**src/rtl/neuron_tdm_core.sv**
```systemverilog
// Time-multiplexed LIF neuron core: event integrate, tick-driven leak/fire sweep, spike FIFO.
// Latency: event integrated next edge; sweep NUM_NEURONS cycles + stalls, then one DONE cycle.
// Backpressure: events accepted only in IDLE; sweep stalls while the spike FIFO is full.
module neuron_tdm_core #(
    parameter int NUM_NEURONS       = 16,
    parameter int VMEM_WIDTH        = 16,
    parameter int DATA_WIDTH        = 8,
    parameter int V_THRESH          = 120,
    parameter int V_RESET           = 0,
    parameter int LEAK_MODE         = 0,
    parameter int LEAK_VAL          = 2,
    parameter int LEAK_SHIFT        = 3,
    parameter int REFRACTORY_PERIOD = 5,
    parameter int SPK_FIFO_DEPTH    = 4,
    localparam int IDX_W = (NUM_NEURONS > 1) ? $clog2(NUM_NEURONS) : 1
) (
    input  logic                         clk,
    input  logic                         rst_n,
    input  logic                         i_tick,
    input  logic                         i_ev_valid,
    output logic                         o_ev_ready,
    input  logic [IDX_W-1:0]             i_ev_idx,
    input  logic signed [DATA_WIDTH-1:0] i_ev_current,
    output logic                         o_spk_valid,
    input  logic                         i_spk_ready,
    output logic [IDX_W-1:0]             o_spk_idx,
    output logic                         o_busy,
    output logic                         o_sweep_done,
    output logic                         o_idx_err
);

    localparam int W     = VMEM_WIDTH;
    localparam int REF_W = (REFRACTORY_PERIOD > 0) ? $clog2(REFRACTORY_PERIOD + 1) : 1;
    localparam int FA_W  = $clog2(SPK_FIFO_DEPTH);

    // Arithmetic is done one bit wider than vmem so clamps can see overflow/underflow.
    localparam logic signed [W:0]   VMAX_X   = (W+1)'((1 << (W - 1)) - 1);
    localparam logic signed [W-1:0] VMAX_V   = W'((1 << (W - 1)) - 1);
    localparam logic signed [W:0]   VRST_X   = (W+1)'(V_RESET);
    localparam logic signed [W-1:0] VRST_V   = W'(V_RESET);
    localparam logic signed [W:0]   VTH_X    = (W+1)'(V_THRESH);
    localparam logic signed [W:0]   LEAK_X   = (W+1)'(LEAK_VAL);
    localparam logic [REF_W-1:0]    REF_INIT = REF_W'(REFRACTORY_PERIOD);
    localparam logic [REF_W-1:0]    REF_ONE  = REF_W'(1);
    localparam logic [IDX_W:0]      NUM_X    = (IDX_W+1)'(NUM_NEURONS);
    localparam logic [IDX_W-1:0]    LAST_IDX = IDX_W'(NUM_NEURONS - 1);
    localparam logic [FA_W:0]       DEPTH_X  = (FA_W+1)'(SPK_FIFO_DEPTH);

    typedef enum logic [1:0] {S_IDLE, S_SWEEP, S_DONE} state_e;

    state_e                state_q, state_d;
    logic [IDX_W-1:0]      ptr_q, ptr_d;
    logic                  pend_q, pend_d;
    logic                  err_q;

    logic signed [W-1:0]   vmem_q [NUM_NEURONS];
    logic [REF_W-1:0]      ref_q  [NUM_NEURONS];

    logic [IDX_W-1:0]      fifo_q [SPK_FIFO_DEPTH];
    logic [FA_W-1:0]       wr_q, rd_q;
    logic [FA_W:0]         cnt_q;

    // Event path signals
    logic                  ev_acc, ev_in_rng, ev_write;
    logic signed [W:0]     ev_sum;
    logic signed [W-1:0]   ev_new;

    // Sweep path signals
    logic signed [W:0]     cur_vx, leak_amt, leaked;
    logic [REF_W-1:0]      cur_ref;
    logic                  fire, fifo_full, proc, push, pop, start;

    // Event integration: saturating add of the sign-extended current.
    always_comb begin
        ev_acc    = i_ev_valid && (state_q == S_IDLE);
        ev_in_rng = ({1'b0, i_ev_idx} < NUM_X);
        ev_sum    = (W+1)'(vmem_q[i_ev_idx]) + (W+1)'(i_ev_current);
        ev_new    = ev_sum[W-1:0];
        if (ev_sum > VMAX_X) begin
            ev_new = VMAX_V;
        end else if (ev_sum < VRST_X) begin
            ev_new = VRST_V;
        end
        ev_write  = ev_acc && ev_in_rng && (ref_q[i_ev_idx] == '0);
    end

    // Sweep datapath: leak the neuron under the pointer and decide whether it fires.
    always_comb begin
        cur_vx  = (W+1)'(vmem_q[ptr_q]);
        cur_ref = ref_q[ptr_q];
        if (LEAK_MODE == 0) begin
            leak_amt = LEAK_X;
        end else begin
            leak_amt = (cur_vx - VRST_X) >>> LEAK_SHIFT;
        end
        leaked = cur_vx - leak_amt;
        if (leaked < VRST_X) begin
            leaked = VRST_X;
        end
        fire      = (cur_ref == '0) && (leaked >= VTH_X);
        // Full-stall uses the pre-pop count so a same-cycle pop never races a push.
        fifo_full = (cnt_q == DEPTH_X);
        proc      = (state_q == S_SWEEP) && !fifo_full;
        push      = proc && fire;
        pop       = (cnt_q != '0) && i_spk_ready;
    end

    // Next-state logic: IDLE/SWEEP/DONE with a single collapsed pending-tick flag.
    always_comb begin
        state_d = state_q;
        ptr_d   = ptr_q;
        pend_d  = pend_q;
        start   = 1'b0;
        case (state_q)
            S_IDLE: begin
                if (i_tick || pend_q) begin
                    start   = 1'b1;
                    state_d = S_SWEEP;
                end
            end
            S_SWEEP: begin
                if (proc) begin
                    if (ptr_q == LAST_IDX) begin
                        state_d = S_DONE;
                    end else begin
                        ptr_d = ptr_q + 1'b1;
                    end
                end
            end
            S_DONE: begin
                // A queued tick starts the next sweep straight away, with no IDLE gap.
                if (i_tick || pend_q) begin
                    start   = 1'b1;
                    state_d = S_SWEEP;
                end else begin
                    state_d = S_IDLE;
                end
            end
            default: state_d = S_IDLE;
        endcase
        if (start) begin
            pend_d = 1'b0;
            ptr_d  = '0;
        end else if ((state_q != S_IDLE) && i_tick) begin
            pend_d = 1'b1;
        end
    end

    // Control registers.
    always_ff @(posedge clk) begin
        if (!rst_n) begin
            state_q <= S_IDLE;
            ptr_q   <= '0;
            pend_q  <= 1'b0;
            err_q   <= 1'b0;
        end else begin
            state_q <= state_d;
            ptr_q   <= ptr_d;
            pend_q  <= pend_d;
            err_q   <= ev_acc && !ev_in_rng;
        end
    end

    // Neuron state arrays: events write in IDLE, the sweep writes in SWEEP (never both).
    always_ff @(posedge clk) begin
        if (!rst_n) begin
            for (int i = 0; i < NUM_NEURONS; i++) begin
                vmem_q[i] <= VRST_V;
                ref_q[i]  <= '0;
            end
        end else begin
            if (ev_write) begin
                vmem_q[i_ev_idx] <= ev_new;
            end
            if (proc) begin
                if (cur_ref != '0) begin
                    vmem_q[ptr_q] <= VRST_V;
                    ref_q[ptr_q]  <= cur_ref - REF_ONE;
                end else if (fire) begin
                    vmem_q[ptr_q] <= VRST_V;
                    ref_q[ptr_q]  <= REF_INIT;
                end else begin
                    vmem_q[ptr_q] <= leaked[W-1:0];
                end
            end
        end
    end

    // Spike FIFO, first-word-fall-through; storage is cleared so the idx output reads 0 after reset.
    always_ff @(posedge clk) begin
        if (!rst_n) begin
            for (int i = 0; i < SPK_FIFO_DEPTH; i++) begin
                fifo_q[i] <= '0;
            end
            wr_q  <= '0;
            rd_q  <= '0;
            cnt_q <= '0;
        end else begin
            if (push) begin
                fifo_q[wr_q] <= ptr_q;
                wr_q         <= wr_q + 1'b1;
            end
            if (pop) begin
                rd_q <= rd_q + 1'b1;
            end
            case ({push, pop})
                2'b10:   cnt_q <= cnt_q + 1'b1;
                2'b01:   cnt_q <= cnt_q - 1'b1;
                default: cnt_q <= cnt_q;
            endcase
        end
    end

    assign o_ev_ready   = (state_q == S_IDLE);
    assign o_busy       = (state_q != S_IDLE);
    assign o_sweep_done = (state_q == S_DONE);
    assign o_spk_valid  = (cnt_q != '0);
    assign o_spk_idx    = fifo_q[rd_q];
    assign o_idx_err    = err_q;

endmodule

```
**config.mk**
```make
export PLATFORM = sky130hd
export DESIGN_NAME = neuron_tdm_core
export DESIGN_NICKNAME = d
export VERILOG_FILES = /design/src/rtl/neuron_tdm_core.sv
export SDC_FILE = /design/constraint.sdc
export NUM_CORES = 1
export LEC_CHECK = 0
export BUFFER_PORTS_ARGS = -buffer_cell sky130_fd_sc_hd__buf_2
export CELL_PAD_IN_SITES_DETAIL_PLACEMENT = 0
export CELL_PAD_IN_SITES_GLOBAL_PLACEMENT = 1
export CORE_MARGIN = 4
export CORE_UTILIZATION = 35
export DETAILED_ROUTE_END_ITERATION = 6
export PLACE_DENSITY = 0.64
export RECOVER_POWER = 50
export SYNTH_ARGS = -nofsm -noshare
export SYNTH_HDL_FRONTEND = slang
export SYNTH_SLANG_ARGS = --single-unit
```
**constraint.sdc**
```tcl
create_clock -name clk -period 12.5 [get_ports clk]
set_input_delay 1.25 -clock clk [delete_from_list [all_inputs] [get_ports clk]]
set_output_delay 1.25 -clock clk [all_outputs]
set_load 0.02 [all_outputs]
```
==> results of run 1 <==
==> placed cells by master, fill, tap and decap left out, types with 18 or more instances in the layout <==
master | synthesis | routed
nor2b_1 | 42 | 42
mux4_2 | 161 | 161
inv_1 | 22 | 22
clkbuf_16 | 0 | 40
o21ai_0 | 19 | 22
clkbuf_1 | 62 | 35
buf_4 | 5 | 18
nor3_1 | 45 | 45
edfxtp_1 | 320 | 320
nor2_1 | 276 | 276
ha_1 | 24 | 24
nand2_1 | 98 | 98
dfxtp_1 | 20 | 19
a21oi_1 | 29 | 29
==> power groups by stage <==
stage / Combinational (mW) / Sequential [mW] / Clock [mW]
finish: 0.524 / 1.34 / 1.16
global route: 0.568 / 1.34 / 1.22
CTS: 0.528 / 1.34 / 1.18
detailed placement: 0.526 / 1.36 / 0
global placement: 0.523 / 1.36 / 0
floorplan: 0.386 / 1.34 / 0
==> worst reg2reg max path, delay by kind of cell (launching register included) <==
| kind | cells | cell delay, ns |
|---|---|---|
| simple gates | 5 | 1.31 |
| buf+inv | 1 | 2.54 |
| compound gates | 4 | 2.13 |
| flops | 1 | 1.82 |
| mux | 1 | 0.79 |
==> metal layers <==
metal  global-route usage, %  wire length [um]
met2                    31.4             26000
met5                       0                 0
met4                    5.16              1320
met3                    4.21              4150
met1                    26.7             22900
==> stage by stage <==
stage | setup slack (ns) | area, um2 | hold slack, ns
2_1_floorplan | 5.97 | 18100 | 0.448
3_3_place_gp | 5.33 | 18900 | 0.466
3_5_place_dp | 5.27 | 18900 | 0.485
4_1_cts | 5.85 | 20200 | 0.498
5_1_grt | 2.75 | 20100 | 0.533
6_report | 3.52 | 20100 | 0.493
==> area by class of cell <==
class	count	share of cell area, %
inverter	25	0.466
multi-input combinational	905	37.8
clock inverter	15	0.938
sequential	340	49.7
timing repair buffer	55	1.45
clock buffer	55	5.40
tap	672	4.18
==> logic make-up (layout without fill, tap and decap cells) <==
logic type      after synthesis  count (layout)
other cells                   1              17
flops                       340             340
fa+ha+maj                    27              27
xor+xnor                     23              23
compound gates              132             132
simple gates                542             542
mux                         164             164
buf+inv                     116             150
==> path summary, 6_finish.rpt <==
check	endpoint	slack [ns]
setup / recovery	ref_q[2][0]$_SDFFCE_PN0P_	3.52
hold / removal	pend_q$_SDFFE_PP0P_	0.49
setup reg to reg	ref_q[2][0]$_SDFFCE_PN0P_	3.52
hold reg to reg	pend_q$_SDFFE_PP0P_	0.49
==> registers in the layout, summed over array words and instances (netlist names), named ones only <==
name,count
ptr_q,4
vmem_q,256
wr_q,2
ref_q,48
state_q,2
cnt_q,3
rd_q,2
fifo_q,16
pend_q,1
==> flow_metrics.py, run 1 <==
metrics = {
    "route": {
        "viasPerCell": 5.73,
        "ant_nets": 0,
        "dr.pass1.iters": 5,
        "vias": 11800,
        "drc": 0,
        "wire_per_inst_um": 26.3,
        "finalWirelength_um": 54400,
        "first_iter_violations": 1241,
    },
    "final_layout": {
        "finalNonFillerCells": 2067,
        "final_core_util_pct": 39.8,
        "seqCellArea_mm2": 0.0100,
        "n_fill_cell": 4706,
        "final_layout_size_suffix_gt1_share_pct": 19.6,
        "multiInputGateArea_mm2": 0.00762,
        "antennaDiodeCount": 0,
        "area_delta_synth_final_pct": 11.5,
        "layout.nets": 1409,
    },
    "place": {
        "dp_cells": 1997,
        "dp.final_hpwl_um": 34500,
        "gp_congestion": 0.838,
        "port-buffer-count": 24,
    },
    "synth": {
        "synth.most_common_cell": "edfxtp_1",
        "ys_top_cells_by_area": "edfxtp_1 53%, mux4_2 20%, nor2_1 5.7%",
        "synth_top_family_by_area": "multiplexers",
        "synthAdderAreaFrac_pct": 1.95,
        "ys_warn_count": 0,
        "ys_seq_elements": 340,
        "yosysUniqueCellTypes": 69,
        "async_reset_ff_share_pct": 0,
        "synth_top_cell_by_area": "edfxtp_1",
        "avgSynthCellArea_um2": 13.4,
        "synthSimpleGateAreaFrac_pct": 13.5,
        "synth_top_area_share_pct": 53.2,
        "synth-xor-area-share_pct": 1.12,
        "yosys_most_used_dff": "edfxtp_1",
        "synth-compound-area-share_pct": 5.04,
        "synth_mux_area_share_pct": 20.3,
        "synth_top_cells_by_count": "320 x edfxtp_1, 276 x nor2_1, 161 x mux4_2, 98 x nand2_1, 62 x clkbuf_1",
        "synth_cells": 1345,
        "synth_edf_count": 320,
        "syn_area_mm2": 0.0181,
        "ys_seq_area_share_pct": 55.4,
    },
    "critical_path": {
        "slowest_delay_ns": 2.52,
        "crit_path_end_kind": "register",
        "worstSetupStartpointType": "register",
        "crit_slowest_cell": "clkbuf_1",
        "crit_type": "register to register",
        "crit_cells": 11,
        "cp_cell_sequence": "clkbuf_1 > mux4_2 > a22o_1 > a221oi_1 > nand2_1 > or4_4 > and2_1 > a211oi_1 > o21ai_0 > nand2_1 > nand2_1",
        "critPathMostFrequentCell": "nand2_1",
        "worstPathMaxFanout": 40,
        "r2r_cells": 11,
        "worstPathRequired_ns": 12.68,
        "crit_family": "buffers and inverters",
        "arrival_ns": 9.15,
        "critical_path_buf_inv_count": 1,
    },
    "grt": {
        "grt_pass1_vias": 11900,
        "grt_antenna_before_repair": 0,
        "grt_pass1_wl_um": 80000,
        "grt_overflow": 0,
        "track_usage_pct": 19.4,
        "grt_max_degree": 53,
    },
    "power": {
        "share_comb_of_total_power_pct": 17.4,
        "power.total_mw": 3.02,
        "power.share.clock_pct": 38.4,
        "intPower_mw": 2.18,
        "powerDensity_mw_per_mm2": 150,
        "vdd_ir_drop_max_uv": 92.5,
        "pwr-share-seq_pct": 44.3,
        "power_switching_uw": 838,
        "p_leak_nw": 6.77,
        "switching_share_pct": 27.8,
    },
    "timing": {
        "finalHoldViolations": 0,
        "finalSetupViolations": 0,
        "min_period_over_period_pct": 71.8,
        "slew_headroom_pct": -129,
        "timing.final.crit_period_ns": 8.98,
        "tns_ns": 0,
        "rsz0062_at_grt": "no",
        "slew_violations": 210,
        "finClkSkew_ns": 0.0191,
        "max_freq_ghz": 0.111,
        "tightest_slew_ns": 3.43,
    },
    "die": {
        "core-area_mm2": 0.0506,
        "die_y_um": 235,
        "rows": 82,
        "dieArea_mm2": 0.0553,
        "die_w_um": 235,
        "start_util_pct": 35.7,
        "ios": 26,
    },
    "clock_tree": {
        "cts_buffer_depth": 3,
        "clock_latency_ns": 0.56,
        "cts_tree": "yes",
        "cts_hold_buffers": 0,
        "clk_pin_slew_ns": 0.05,
        "root_buffer": "clkbuf_16",
        "cts-buffers-inserted": 39,
        "postCtsSetupBuffers": 0,
        "cts.repair.resized": 0,
        "htreeDepth": 2,
        "clkSinkCount": 340,
    },
    "worst_hold_path": {
        "hold_start": "pend_q$_SDFFE_PP0P_",
        "min_path_type": "register to register",
        "hold-path-cell-count": 2,
    },
    "run_status": {
        "violations": "max-capacitance violations, max-slew violations",
        "status": "finished with violations",
    },
    "job": {
        "cap_violations": 8,
    },
}
(Power assumes the default switching activity.)
==> inputs of run 2 (changes only) <==
--- a/config.mk
+++ b/config.mk
@@ -5,13 +5,14 @@
 export SDC_FILE = /design/constraint.sdc
 export NUM_CORES = 1
 export LEC_CHECK = 0
+export ABC_AREA = 1
 export BUFFER_PORTS_ARGS = -buffer_cell sky130_fd_sc_hd__buf_2
 export CELL_PAD_IN_SITES_DETAIL_PLACEMENT = 0
 export CELL_PAD_IN_SITES_GLOBAL_PLACEMENT = 1
 export CORE_MARGIN = 4
 export CORE_UTILIZATION = 35
 export DETAILED_ROUTE_END_ITERATION = 6
-export PLACE_DENSITY = 0.64
+export PLACE_DENSITY = 0.68
 export RECOVER_POWER = 50
 export SYNTH_ARGS = -nofsm -noshare
 export SYNTH_HDL_FRONTEND = slang
==> constraint.sdc (replaced) <==
create_clock -name clk -period 8.3 [get_ports clk]
set_input_delay 0.83 -clock clk [delete_from_list [all_inputs] [get_ports clk]]
set_output_delay 0.83 -clock clk [all_outputs]
set_load 0.02 [all_outputs]
==> flow_metrics.py, run 2 <==
metrics = {
    "route": {
        "ant_nets": 0,
        "drc": 0,
        "wire_per_inst_um": 22.9,
        "first_iter_violations": 1855,
        "dr.pass1.iters": 5,
        "viasPerCell": 5.62,
        "finalWirelength_um": 71800,
        "vias": 17700,
    },
    "synth": {
        "yosys_most_used_dff": "edfxtp_1",
        "ys_warn_count": 0,
        "synth_top_cell_by_area": "edfxtp_1",
        "synth_top_area_share_pct": 48.1,
        "ys_top_cells_by_area": "edfxtp_1 48%, nor2_1 7.2%, a21oi_1 6.1%",
        "async_reset_ff_share_pct": 0,
        "yosysUniqueCellTypes": 47,
        "avgSynthCellArea_um2": 8.36,
        "syn_area_mm2": 0.0200,
        "synth_cells": 2392,
        "synth_top_cells_by_count": "385 x nor2_1, 324 x nand2_1, 320 x edfxtp_1, 245 x a21oi_1, 241 x o21ai_0",
        "ys_seq_elements": 340,
        "ys_seq_area_share_pct": 50.1,
        "synth.most_common_cell": "nor2_1",
        "synth_edf_count": 320,
    },
    "timing": {
        "tightest_slew_ns": 2.79,
        "finalHoldViolations": 0,
        "slew_headroom_pct": -86.1,
        "max_freq_ghz": 0.143,
        "slew_violations": 149,
        "setup_ws_ns": 1.29,
        "finalSetupViolations": 0,
        "min_period_over_period_pct": 84.4,
        "holdWs_ns": 0.467,
        "rsz0062_at_grt": "no",
        "timing.final.crit_period_ns": 7.01,
        "tns_ns": 0,
        "finClkSkew_ns": 0.0264,
    },
    "die": {
        "die_y_um": 247,
        "start_util_pct": 35.4,
        "core-area_mm2": 0.0565,
        "ios": 26,
        "dieArea_mm2": 0.0610,
        "die_w_um": 247,
        "rows": 87,
    },
    "clock_tree": {
        "postCtsSetupBuffers": 0,
        "clk_pin_slew_ns": 0.06,
        "cts.repair.resized": 0,
        "htreeDepth": 2,
        "clkSinkCount": 340,
        "cts_hold_buffers": 0,
        "root_buffer": "clkbuf_16",
        "cts_buffer_depth": 3,
        "cts-buffers-inserted": 39,
        "clock_latency_ns": 0.57,
        "cts_tree": "yes",
    },
    "final_layout": {
        "final_core_util_pct": 38.5,
        "finalNonFillerCells": 3142,
        "n_fill_cell": 5710,
        "final_layout_size_suffix_gt1_share_pct": 6.37,
        "finalInstanceArea_mm2": 0.0217,
        "antennaDiodeCount": 0,
        "largestRegisters": "vmem_q (256), ref_q (48), fifo_q (16)",
        "mostFrequentLayoutCells": "385 x nor2_1, 324 x nand2_1, 320 x edfxtp_1",
        "layout.nets": 2402,
        "area_delta_synth_final_pct": 8.70,
        "largest-register": "vmem_q",
        "final_common_cell": "nor2_1",
        "largest_register_ffs": 256,
    },
    "job": {
        "cap_violations": 8,
    },
    "grt": {
        "grt_antenna_before_repair": 0,
        "grt_overflow": 0,
        "grt_max_degree": 91,
        "grt_pass1_wl_um": 106000,
        "track_usage_pct": 23.2,
        "grt_pass1_vias": 16900,
    },
    "power": {
        "powerDensity_mw_per_mm2": 209,
        "vdd_ir_drop_max_uv": 175,
        "power.total_mw": 4.54,
        "p_leak_nw": 8.22,
    },
    "critical_path": {
        "worstPathMaxFanout": 46,
        "arrival_ns": 7.30,
        "worstPathRequired_ns": 8.59,
        "crit_type": "input pin to register",
        "r2r_cells": 18,
        "crit_path_end_kind": "register",
        "worstSetupStartpointType": "input pin",
    },
    "worst_hold_path": {
        "hold-path-cell-count": 2,
        "min_path_type": "register to register",
    },
    "run_status": {
        "status": "finished with violations",
        "violations": "max-capacitance violations, max-slew violations",
    },
    "place": {
        "dp_slack_ns": 1.81,
        "gp_congestion": 0.931,
        "dp_cells": 3074,
        "dpl_cell_area_mm2": 0.0207,
        "port-buffer-count": 24,
        "dp.final_hpwl_um": 44500,
    },
}
-- run 2: cell count changes after synthesis, sizes merged, moves of 36 or more --
| cell | change |
|---|---|
| o21ai | +232 |
| mux4 | -161 |
| o211ai | +45 |
| nor2b | -42 |
| buf | +40 |
| inv | +209 |
| nor3 | -36 |
| a21oi | +227 |
| clkbuf | +40 |
| nand2 | +230 |
| nor2 | +111 |
| nand3 | +190 |
-- run 2: final timing paths --
| check | slack, ns | from | to |
|---|---|---|---|
| hold reg to reg | 0.47 | pend_q$_SDFFE_PP0P_ | pend_q$_SDFFE_PP0P_ |
| setup / recovery | 1.29 | rst_n | vmem_q[3][12]$_SDFFCE_PN0P_ |
| setup reg to reg | 1.76 | register | vmem_q[9][6]$_SDFFCE_PN0P_ |
| hold / removal | 0.47 | pend_q$_SDFFE_PP0P_ | pend_q$_SDFFE_PP0P_ |
-- run 2: logic make-up after synthesis --
| kind of cell | Yosys count | share of synthesized area, % |
|---|---|---|
| other | 1 | 0.0188 |
| and+or+nand+nor | 986 | 21.6 |
| DFF | 340 | 50.1 |
| buffers and inverters | 405 | 8.83 |
| adders and majority gates | 26 | 1.70 |
| AOI/OAI and AO/OA | 620 | 17.2 |
| xor gates and xnor gates | 14 | 0.613 |
-- run 2: cell type report --
cell class | instances | area, um2 | area share [%]
Multi-Input combinational cell | 1663 | 8220 | 37.8
Tap cell | 756 | 946 | 4.35
Sequential cell | 340 | 10000 | 46.1
Inverter | 234 | 880 | 4.05
Timing Repair Buffer | 81 | 498 | 2.29
Clock buffer | 58 | 1080 | 4.96
Clock inverter | 10 | 91.3 | 0.420
-- run 2: where the power goes --
group / leakage [nW] / internal, mW / switching [mW]
Sequential: 3.47 / 1.96 / 0.0437
Combinational: 4.18 / 0.219 / 0.693
Clock: 0.567 / 0.931 / 0.692
Total: 8.22 / 3.11 / 1.43
-- run 2: per-layer routing --
| metal | GRT usage (%) | up-vias | share of wire (%) | routed length, um |
|---|---|---|---|---|
| met2 | 37.3 | 842 | 45 | 32600 |
| met5 | 0 | - | 0 | 0 |
| li1 | - | 8131 | - | - |
| met1 | 31.3 | 8504 | 42 | 30300 |
| met4 | 8.93 | 0 | 4.0 | 2860 |
| met3 | 3.84 | 174 | 8.5 | 6120 |
-- run 2: worst max-delay path: stages --
cell,delay (ns)
buf_2,0.07
clkbuf_1,1.97
inv_1,0.57
nor2_4,0.23
buf_4,0.42
o21ai_0,0.30
inv_1,0.14
nor3_1,0.10
nand2_1,0.07
clkbuf_1,1.15
nand2_1,0.91
buf_4,0.49
==> inputs of run 3 (changes only) <==
==> constraint.sdc (replaced) <==
create_clock -name clk -period 6.49 [get_ports clk]
set_input_delay 0.649 -clock clk [delete_from_list [all_inputs] [get_ports clk]]
set_output_delay 0.649 -clock clk [all_outputs]
set_load 0.02 [all_outputs]
==> flow_metrics.py, run 3 (synthesized netlist as in run 2, its figures left out) <==
metrics = {
    "grt": {
        "grt_pass1_wl_um": 104000,
        "grt_overflow": 0,
        "grt_max_degree": 184,
        "grt_antenna_before_repair": 0,
        "grt_pass1_vias": 16800,
        "track_usage_pct": 22.8,
    },
    "job": {
        "cap_violations": 6,
    },
    "power": {
        "p_leak_nw": 8.30,
        "powerDensity_mw_per_mm2": 271,
        "power.total_mw": 5.93,
        "vdd_ir_drop_max_uv": 158,
    },
    "route": {
        "finalWirelength_um": 71000,
        "drc": 0,
        "viasPerCell": 5.57,
        "vias": 17600,
        "wire_per_inst_um": 22.5,
        "ant_nets": 0,
        "first_iter_violations": 1776,
        "dr.pass1.iters": 5,
    },
    "final_layout": {
        "final_common_cell": "nor2_1",
        "multiInputGateArea_mm2": 0.00821,
        "area_delta_synth_final_pct": 9.60,
        "antennaDiodeCount": 0,
        "layout.nets": 2410,
        "largest_register_ffs": 256,
        "final_core_util_pct": 38.8,
        "mostFrequentLayoutCells": "385 x nor2_1, 325 x nand2_1, 320 x edfxtp_1",
        "largest-register": "vmem_q",
        "seqCellArea_mm2": 0.0100,
        "n_fill_cell": 5695,
        "final_layout_size_suffix_gt1_share_pct": 6.68,
        "largestRegisters": "vmem_q (256), ref_q (48), fifo_q (16)",
        "finalNonFillerCells": 3153,
    },
    "clock_tree": {
        "clock_latency_ns": 0.57,
        "htreeDepth": 2,
        "root_buffer": "clkbuf_16",
        "cts_tree": "yes",
        "clkSinkCount": 340,
        "clk_pin_slew_ns": 0.06,
        "cts_buffer_depth": 3,
        "cts-buffers-inserted": 39,
        "cts_hold_buffers": 0,
        "postCtsSetupBuffers": 0,
        "cts.repair.resized": 0,
    },
    "die": {
        "dieArea_mm2": 0.0610,
        "rows": 87,
        "start_util_pct": 35.4,
        "die_y_um": 247,
        "core-area_mm2": 0.0565,
        "die_w_um": 247,
        "ios": 26,
    },
    "timing": {
        "slew_headroom_pct": -103,
        "finalSetupViolations": 0,
        "finClkSkew_ns": 0.0241,
        "finalHoldViolations": 0,
        "timing.final.crit_period_ns": 5.70,
        "slew_violations": 115,
        "max_freq_ghz": 0.175,
        "tns_ns": 0,
        "setup_ws_ns": 0.790,
        "min_period_over_period_pct": 87.8,
        "rsz0062_at_grt": "no",
        "tightest_slew_ns": 3.04,
    },
    "critical_path": {
        "worstPathMaxFanout": 17,
        "arrival_ns": 5.87,
        "worstSetupStartpointType": "register",
        "crit_path_end_kind": "register",
        "r2r_cells": 13,
        "critPathMostFrequentCell": "inv_1",
        "worstPathRequired_ns": 6.66,
        "cp_cell_sequence": "inv_1 > nor3_1 > nor2_1 > inv_1 > nor2_1 > inv_1 > nand2_1 > inv_1 > nor3_1 > nand2_1 > buf_4 > nand2_1 > clkbuf_1",
        "crit_type": "register to register",
        "crit_slowest_cell": "nor2_1",
        "slowest_delay_ns": 1.39,
    },
    "worst_hold_path": {
        "hold-path-cell-count": 3,
        "min_path_type": "input pin to register",
    },
    "place": {
        "port-buffer-count": 24,
        "dp_cells": 3082,
        "gp_congestion": 0.871,
        "dp.final_hpwl_um": 44000,
        "dp_slack_ns": 0.932,
    },
    "run_status": {
        "status": "finished with violations",
        "violations": "max-capacitance violations, max-slew violations",
    },
}
## run 3: cell count changes in the layout (fill, tap and decap cells not counted), moves of 2 or more
cell,delta
clkbuf_2,+2
o21ai_1,+3
clkinv_1,+7
bufinv_16,+2
clkbuf_1,-6
o21ai_0,-2
buf_12,+6
## run 3: worst paths after layout
path | start | endpoint | slack, ns
worst max-delay path | cnt_q[2]$_SDFFE_PN0P_ | vmem_q[7][5]$_SDFFCE_PN0P_ | 0.79
worst min-delay path | i_tick | pend_q$_SDFFE_PP0P_ | 0.31
worst max register to register | cnt_q[2]$_SDFFE_PN0P_ | vmem_q[7][5]$_SDFFCE_PN0P_ | 0.79
worst min register to register | pend_q$_SDFFE_PP0P_ | pend_q$_SDFFE_PP0P_ | 0.47
## run 3: critical path: cells and delay by family (launching register included)
family	cells	cell delay (ns)
buffers and inverters	6	2.10
DFF	1	0.29
and+or+nand+nor	7	2.87
## run 3: metrics by stage
step | hold WS, ns | instance area (um2)
finish | 0.310 | 21900
global route | 0.343 | 21900
CTS | 0.295 | 22000
detailed placement | 0.460 | 20800
global placement | 0.453 | 20800
floorplan | 0.436 | 20000
## run 3: report_power, final
| part | internal (mW) | switching, mW |
|---|---|---|
| Clock | 1.24 | 0.927 |
| Sequential | 2.50 | 0.0468 |
| Combinational | 0.299 | 0.915 |
| Total | 4.04 | 1.89 |
## run 3: routing by layer
layer | up-vias | wire length, um | GRT usage (%)
met5 | - | 0 | 0
met4 | 0 | 3050 | 10.0
met3 | 165 | 5880 | 3.12
met2 | 875 | 32000 | 36.3
met1 | 8387 | 30100 | 31.2
li1 | 8136 | - | -
## run 3: layout make-up
class                   instances  share of cell area (%)
inverters                     234                    4.02
well taps                     756                    4.32
repair buffers                 89                    2.88
flip-flops and latches        340                    45.7
clock inverters                20                   0.880
clock buffers                  51                    4.71
multi-input cells            1663                    37.5
